### src/rtl/fft_pkg.sv
// fft_pkg: definitions shared by the FFT modules.
//   fft_state_e    - sequencer state encoding
//   fft_log2()     - ceil(log2(n)), used to derive the stage count from N
//   fft_idx_width()- stage-index width, max(1, clog2(log2n))
//   FFT_*_DEFAULT  - stage count and index width for the default N=16
package fft_pkg;

    typedef enum logic [2:0] {
        ST_IDLE,
        ST_ISSUE,
        ST_WAIT,
        ST_WRITE,
        ST_DONE,
        ST_ERR
    } fft_state_e;

    function automatic int unsigned fft_log2(input int unsigned n);
        int unsigned r;
        r = 0;
        for (int unsigned i = 0; i < 32; i++) begin
            if ((32'd1 << i) < n) begin
                r = i + 1;
            end
        end
        return r;
    endfunction

    function automatic int unsigned fft_idx_width(input int unsigned log2n);
        int unsigned w;
        w = fft_log2(log2n);
        return (w < 1) ? 1 : w;
    endfunction

    localparam int unsigned FFT_N_DEFAULT     = 16;
    localparam int unsigned FFT_LOG2N_DEFAULT = fft_log2(FFT_N_DEFAULT);
    localparam int unsigned FFT_IDX_W_DEFAULT = fft_idx_width(FFT_LOG2N_DEFAULT);

endpackage

### src/rtl/fft_sequencer.sv
// fft_sequencer: steps a radix-2 FFT through its LOG2N stages, ping-ponging
// between two buffer banks and watching each stage for a timeout.
//   clk         - clock, rising edge
//   rst         - synchronous active-high reset
//   start       - request a full FFT (honoured in IDLE or ERR only)
//   bf_valid    - butterfly bank reports the current stage finished
//   stage_start - one-cycle launch pulse for the current stage
//   stage_idx   - current stage, 0..LOG2N-1
//   buf_sel     - source bank; the destination is !buf_sel
//   tw_stride   - twiddle address stride, N >> (stage_idx+1)
//   wr_en       - one-cycle strobe writing stage results to the destination
//   busy        - high in ISSUE, WAIT and WRITE
//   done        - one-cycle pulse after the final stage write
//   err         - held while the sequencer sits in ERR after a timeout
module fft_sequencer
    import fft_pkg::*;
#(
    parameter int unsigned N       = 16,
    parameter int unsigned TIMEOUT = 64
) (
    input  logic                                  clk,
    input  logic                                  rst,
    input  logic                                  start,
    input  logic                                  bf_valid,
    output logic                                  stage_start,
    output logic [fft_idx_width(fft_log2(N))-1:0] stage_idx,
    output logic                                  buf_sel,
    output logic [fft_log2(N)-1:0]                tw_stride,
    output logic                                  wr_en,
    output logic                                  busy,
    output logic                                  done,
    output logic                                  err
);

    localparam int unsigned LOG2N = fft_log2(N);
    localparam int unsigned IDX_W = fft_idx_width(LOG2N);
    localparam int unsigned TMO_W = $clog2(TIMEOUT + 1);

    fft_state_e        state_q, state_d;
    logic [IDX_W-1:0]  idx_d;
    logic              bsel_d;
    logic [TMO_W-1:0]  tmo_cnt, tmo_d;

    always_ff @(posedge clk) begin
        if (rst) begin
            state_q   <= ST_IDLE;
            stage_idx <= '0;
            buf_sel   <= 1'b0;
            tmo_cnt   <= '0;
        end else begin
            state_q   <= state_d;
            stage_idx <= idx_d;
            buf_sel   <= bsel_d;
            tmo_cnt   <= tmo_d;
        end
    end

    always_comb begin
        state_d = state_q;
        idx_d   = stage_idx;
        bsel_d  = buf_sel;
        tmo_d   = tmo_cnt;
        unique case (state_q)
            ST_IDLE, ST_ERR: begin
                if (start) begin
                    state_d = ST_ISSUE;
                    idx_d   = '0;
                    bsel_d  = 1'b0;
                end
            end
            ST_ISSUE: begin
                state_d = ST_WAIT;
                tmo_d   = '0;
            end
            ST_WAIT: begin
                // tmo_cnt holds the number of WAIT cycles already elapsed,
                // so TIMEOUT-1 marks the last allowed cycle; bf_valid wins.
                if (bf_valid) begin
                    state_d = ST_WRITE;
                end else if (tmo_cnt == TMO_W'(TIMEOUT - 1)) begin
                    state_d = ST_ERR;
                end else begin
                    tmo_d = tmo_cnt + TMO_W'(1);
                end
            end
            ST_WRITE: begin
                bsel_d = ~buf_sel;
                if (stage_idx == IDX_W'(LOG2N - 1)) begin
                    state_d = ST_DONE;
                end else begin
                    idx_d   = stage_idx + IDX_W'(1);
                    state_d = ST_ISSUE;
                end
            end
            ST_DONE: begin
                state_d = ST_IDLE;
            end
            default: begin
                state_d = ST_IDLE;
            end
        endcase
    end

    always_comb begin
        stage_start = (state_q == ST_ISSUE);
        wr_en       = (state_q == ST_WRITE);
        done        = (state_q == ST_DONE);
        err         = (state_q == ST_ERR);
        busy        = (state_q == ST_ISSUE) || (state_q == ST_WAIT) || (state_q == ST_WRITE);
        tw_stride   = LOG2N'(N >> (int'(stage_idx) + 1));
    end

endmodule

### config.mk
export PLATFORM = sky130hd
export DESIGN_NAME = fft_sequencer
export DESIGN_NICKNAME = d
export VERILOG_FILES = /design/src/rtl/fft_pkg.sv /design/src/rtl/fft_sequencer.sv
export SDC_FILE = /design/constraint.sdc
export NUM_CORES = 1
export LEC_CHECK = 0
export ABC_AREA = 1
export BUFFER_PORTS_ARGS = -buffer_cell sky130_fd_sc_hd__buf_2
export CORE_MARGIN = 2
export CORE_UTILIZATION = 50
export DETAILED_ROUTE_END_ITERATION = 7
export GPL_TIMING_DRIVEN = 0
export HOLD_SLACK_MARGIN = 0.1
export PLACE_DENSITY = 0.72
export SYNTH_ARGS = -nofsm -noshare
export SYNTH_HDL_FRONTEND = slang
export SYNTH_SLANG_ARGS = --single-unit
### constraint.sdc
create_clock -name clk -period 3.7 [get_ports clk]
set_clock_uncertainty 0.1 [all_clocks]
set_input_delay 0.555 -clock clk [delete_from_list [all_inputs] [get_ports clk]]
set_output_delay 0.555 -clock clk [all_outputs]
set_load 0.005 [all_outputs]
Yosys cells after proc, flatten, opt, wreduce, memory -nomap -nowiden
Index checks and enable logic that the tools add are counted.
{"block": "classes", "add_sub_neg": 3, "n_mul": 0, "div": 0, "n_lt_le_gt_ge": 0, "eq_ne": 12, "shift": 1, "muxes": 13, "bitwise": 1, "reduce_logical": 10}
{"op": "two-way mux 7 bit", "count": 2}
{"op": "one-hot mux 7 bit (2 select lines)", "count": 1}
{"op": "two-way mux 3 bit", "count": 4}
{"op": "one-hot mux 3 bit (4 select lines)", "count": 1}
{"op": "!= test 2 bit, second input constant", "count": 4}
{"op": "adder 7 x 1 -> 7 bit, second input constant", "count": 1}
{"op": "equality test 7 x 6 -> 1 bit, second input constant", "count": 1}
{"op": "equality test 3 x 2 -> 1 bit, second input constant", "count": 2}
{"op": "equality test 3 bit, second input constant", "count": 2}
{"op": "AND reduction 3 bit", "count": 2}
{"op": ">> shifter 5 x 3 -> 4 bit, first input constant", "count": 1}
{"op": "two-way mux 2 bit", "count": 2}
{"op": "one-hot mux 2 bit (2 select lines)", "count": 1}
{"op": "AND reduction 2 bit", "count": 2}
{"op": "nonzero test 2 bit", "count": 2}
{"op": "adder 2 x 1 -> 3 bit, second input constant", "count": 1}
{"op": "equality test 3 x 1 -> 1 bit, second input constant", "count": 1}
{"op": "logical NOT 3 bit", "count": 1}
{"op": "!= test 3 bit, second input constant", "count": 1}
{"op": "adder 2 x 1 -> 2 bit, second input constant", "count": 1}
{"op": "equality test 2 bit, second input constant", "count": 1}
{"op": "logical OR 1 bit", "count": 2}
{"op": "one-hot mux 1 bit (2 select lines)", "count": 1}
{"op": "OR reduction 2 bit", "count": 1}
{"op": "2 further kinds", "count": 2}
{"block": "word_totals", "register_bits": 13, "latchBits": 0, "mem_bits_rw": 0, "mem_bits_ro": 0, "input_bits": 4, "word_cells": 44, "mem_count": 0}

Logic depth before layout (Yosys ltp)
{"block": "depth", "depth_word": 4, "ltp_mapped": 9}

Least setup slack after synthesis
OpenSTA, ideal clock, no wires.
{"block": "synth_path", "kind": "reg2out", "start": "register state_q[2]", "end": "output stage_start", "arrival_ps": 745, "required_ps": 3045, "slack_ps": 2300, "path_stages_with_launch": 4, "cell_sequence": "dfxtp_1 inv_2 nand3_1 inv_1"}
{"block": "synth_via", "elab_chain_len": 1}
{"element": "start, declared", "line": "fft_sequencer.sv:39", "source": "fft_state_e state_q, state_d;"}
{"element": "start signal, assigned", "line": "fft_sequencer.sv:51", "source": "state_q <= state_d;"}
{"element": "equality test 3 x 1 -> 1 bit", "line": "fft_sequencer.sv:105", "source": "stage_start = (state_q == ST_ISSUE);"}
{"element": "end, declared", "line": "fft_sequencer.sv:25", "source": "output logic stage_start,"}
Every way passes these cells.

Final worst setup path
Same ends and word-level chain as after synthesis.

==> impl_metrics.yaml <==
outcome:
  outcome: "complete, no violations"
cts:
  clock-sinks: 13
  clk_pin_slew_ns: 0.07
  clockBufferDepth: 2
  htree_levels: 1
  clk_latency_ns: 0.28
  post_cts_buffers: 0
  cts-buffers-inserted: 3
  cts_resized: 0
  cts_root_buffer: "clkbuf_4"
  ctsHoldBuffers: 0
  cts_tree: "done"
logic_synthesis:
  synthTopCellsByArea: "dfxtp_1 (33%), nand2_1 (15%), nand3_1 (8.4%)"
  synth_top_cell_area_share_pct: 33.5
  syn-cell-area_sq_um: 777
  synth_nets: 125
  syn_inst: 116
  postSynthAreaPerCell_sq_um: 6.70
  ys_ff_latch: 13
  yosysMostFrequentCell: "nand2_1"
  yosysTopAreaCell: "dfxtp_1"
  synth_common_cells: "nand2_1 (31), inv_1 (15), dfxtp_1 (13), nand3_1 (13), a21oi_1 (12)"
  postSynth.asyncResetShare_pct: 0
  synth_ff_type: "dfxtp_1"
  synth_edf_count: 0
  ys.warnings.count: 0
  ys_seq_area_share_pct: 33.5
  synth.distinct_cells: 17
pwr:
  powerDensity_nw_per_um2: 383
  leakagePower_nw: 0.448
  peakVddDrop_uv: 265
floorplan:
  dieArea_sq_um: 1890
  fp.dieH_um: 43.4
  ioPinCount: 16
  die_w_um: 43.4
  rows: 14
  initial_core_util_pct: 52.2
  core_area_sq_um: 1490
drt:
  initialDrtViolationCount: 19
  vias: 752
  topRoutingLayerUsed: "met4"
  viasPerCell: 5.01
  postRouteAntennaNets: 0
  wl_met1_um: 830
  wl_met3_um: 35
  wl_per_cell_um: 10.4
  wl_met2_um: 650
  drc: 0
  drt_wl_total_um: 1560
  dr.pass1.iters: 4
timing:
  fin_ws_ns: 1.76
  hold_ws_ns: 0.361
  fin_crit_ns: 1.94
  rsz0062_at_grt: "false"
  tightest_slew_ns: 0.365
  drv_slew: 0
  setup_viol: 0
  fin_crit_sh_pct: 52.4
  setup-tns-final_ns: 0
  final-hold-violation-count: 0
  max_freq_ghz: 0.515
  slew_headroom_pct: 75.7
hold_path:
  hold_path.class: "reg2reg"
worst_setup_path:
  slowest_stage: "dfxtp_1"
  path_class: "reg2out"
  critPathCaptureType: "output pin"
  critPathLaunchType: "register"
  cp.arrival_ns: 1.29
  max_stage_delay_ns: 0.41
  cp.buffers_inverters: 3
  worstPathMaxFanout: 6
  cpLargestDelayFamily: "flip-flops"
  cp_cell_sequence: "inv_2, nand3_1, inv_1, buf_2"
  crit_required_ns: 3.04
place:
  globalplace.congestion: 0.818
  place_ws_ns: 2.06
  place_area_sq_um: 867
  dp_hpwl_um: 1230
  io_buffers: 14
global_route:
  track_usage_pct: 19.4
  gr-total-overflow: 0
  first_global_vias: 631
  antenna_found_initial: 0
  grt_pass1_wl_um: 2700
  grt_max_degree: 10
layout:
  drive_gt1_share_pct: 18.7
  final_area_sq_um: 893
  areaGrowthSynthToFinish_pct: 15.0
  utilization_pct: 60.0
  diodes: 0
  nNetsFinal: 144
job:
  drv_cap: 0
==> through the flow <==
step,std cells,power [mW]
CTS,150,0.346
detailed placement,146,0.258
floorplan,116,0.230
finish,150,0.342
global route,150,0.368
global placement,146,0.256
==> cells in the final DEF (no fill, tap or decap), types with 2 or more instances in the layout <==
cell and count:
nand2_1 31, inv_1 15, buf_2 14, nand3_1 13, dfxtp_1 13, a21oi_1 12
nor2_1 8, o21ai_0 5, ha_1 5, clkbuf_4 3, inv_2 2, nor3_1 2
nor2_4 2, nand2_4 2, a31oi_1 2
==> where the power goes <==
group          internal [mW]  switching (mW)
registers              0.148          0.0110
clock network         0.0418          0.0465
logic                 0.0338          0.0615
==> flip-flops by register name (all words and copies together), names as in the netlist <==
name       flops
tmo_cnt        7
state_q        3
stage_idx      2
buf_sel        1
==> final timing paths <==
path         startpoint          end  slack [ns]  cells after the start
max          state_q[2]  stage_start        1.76                      4
min             buf_sel      buf_sel        0.36                      1
max reg2reg  tmo_cnt[0]   tmo_cnt[2]        2.14                      8
min reg2reg     buf_sel      buf_sel        0.36                      1
==> cell type report <==
class                   count  area [sq um]
plain buffers               1          3.75
clock buffers               4          26.3
fillers                   160           596
inverters                  17          63.8
multi-input cells          85           449
flip-flops and latches     13           260
well taps                  16          20.0
repair buffers             14          70.1
==> layer usage <==
metal / GRT usage (%) / vias to the layer above
li1: - / 409
met1: 27.0 / 330
met2: 28.1 / 8
met3: 3.75 / 5
met4: 10.9 / 0
met5: 0 / -
==> cells by family after synthesis <==
group / Yosys count / synth area share [%]
fa+ha+maj: 5 / 8.05
compound gates: 19 / 12.6
flops: 13 / 33.5
simple gates: 61 / 37.2
buf+inv: 18 / 8.70
(Power assumes the default switching activity.)
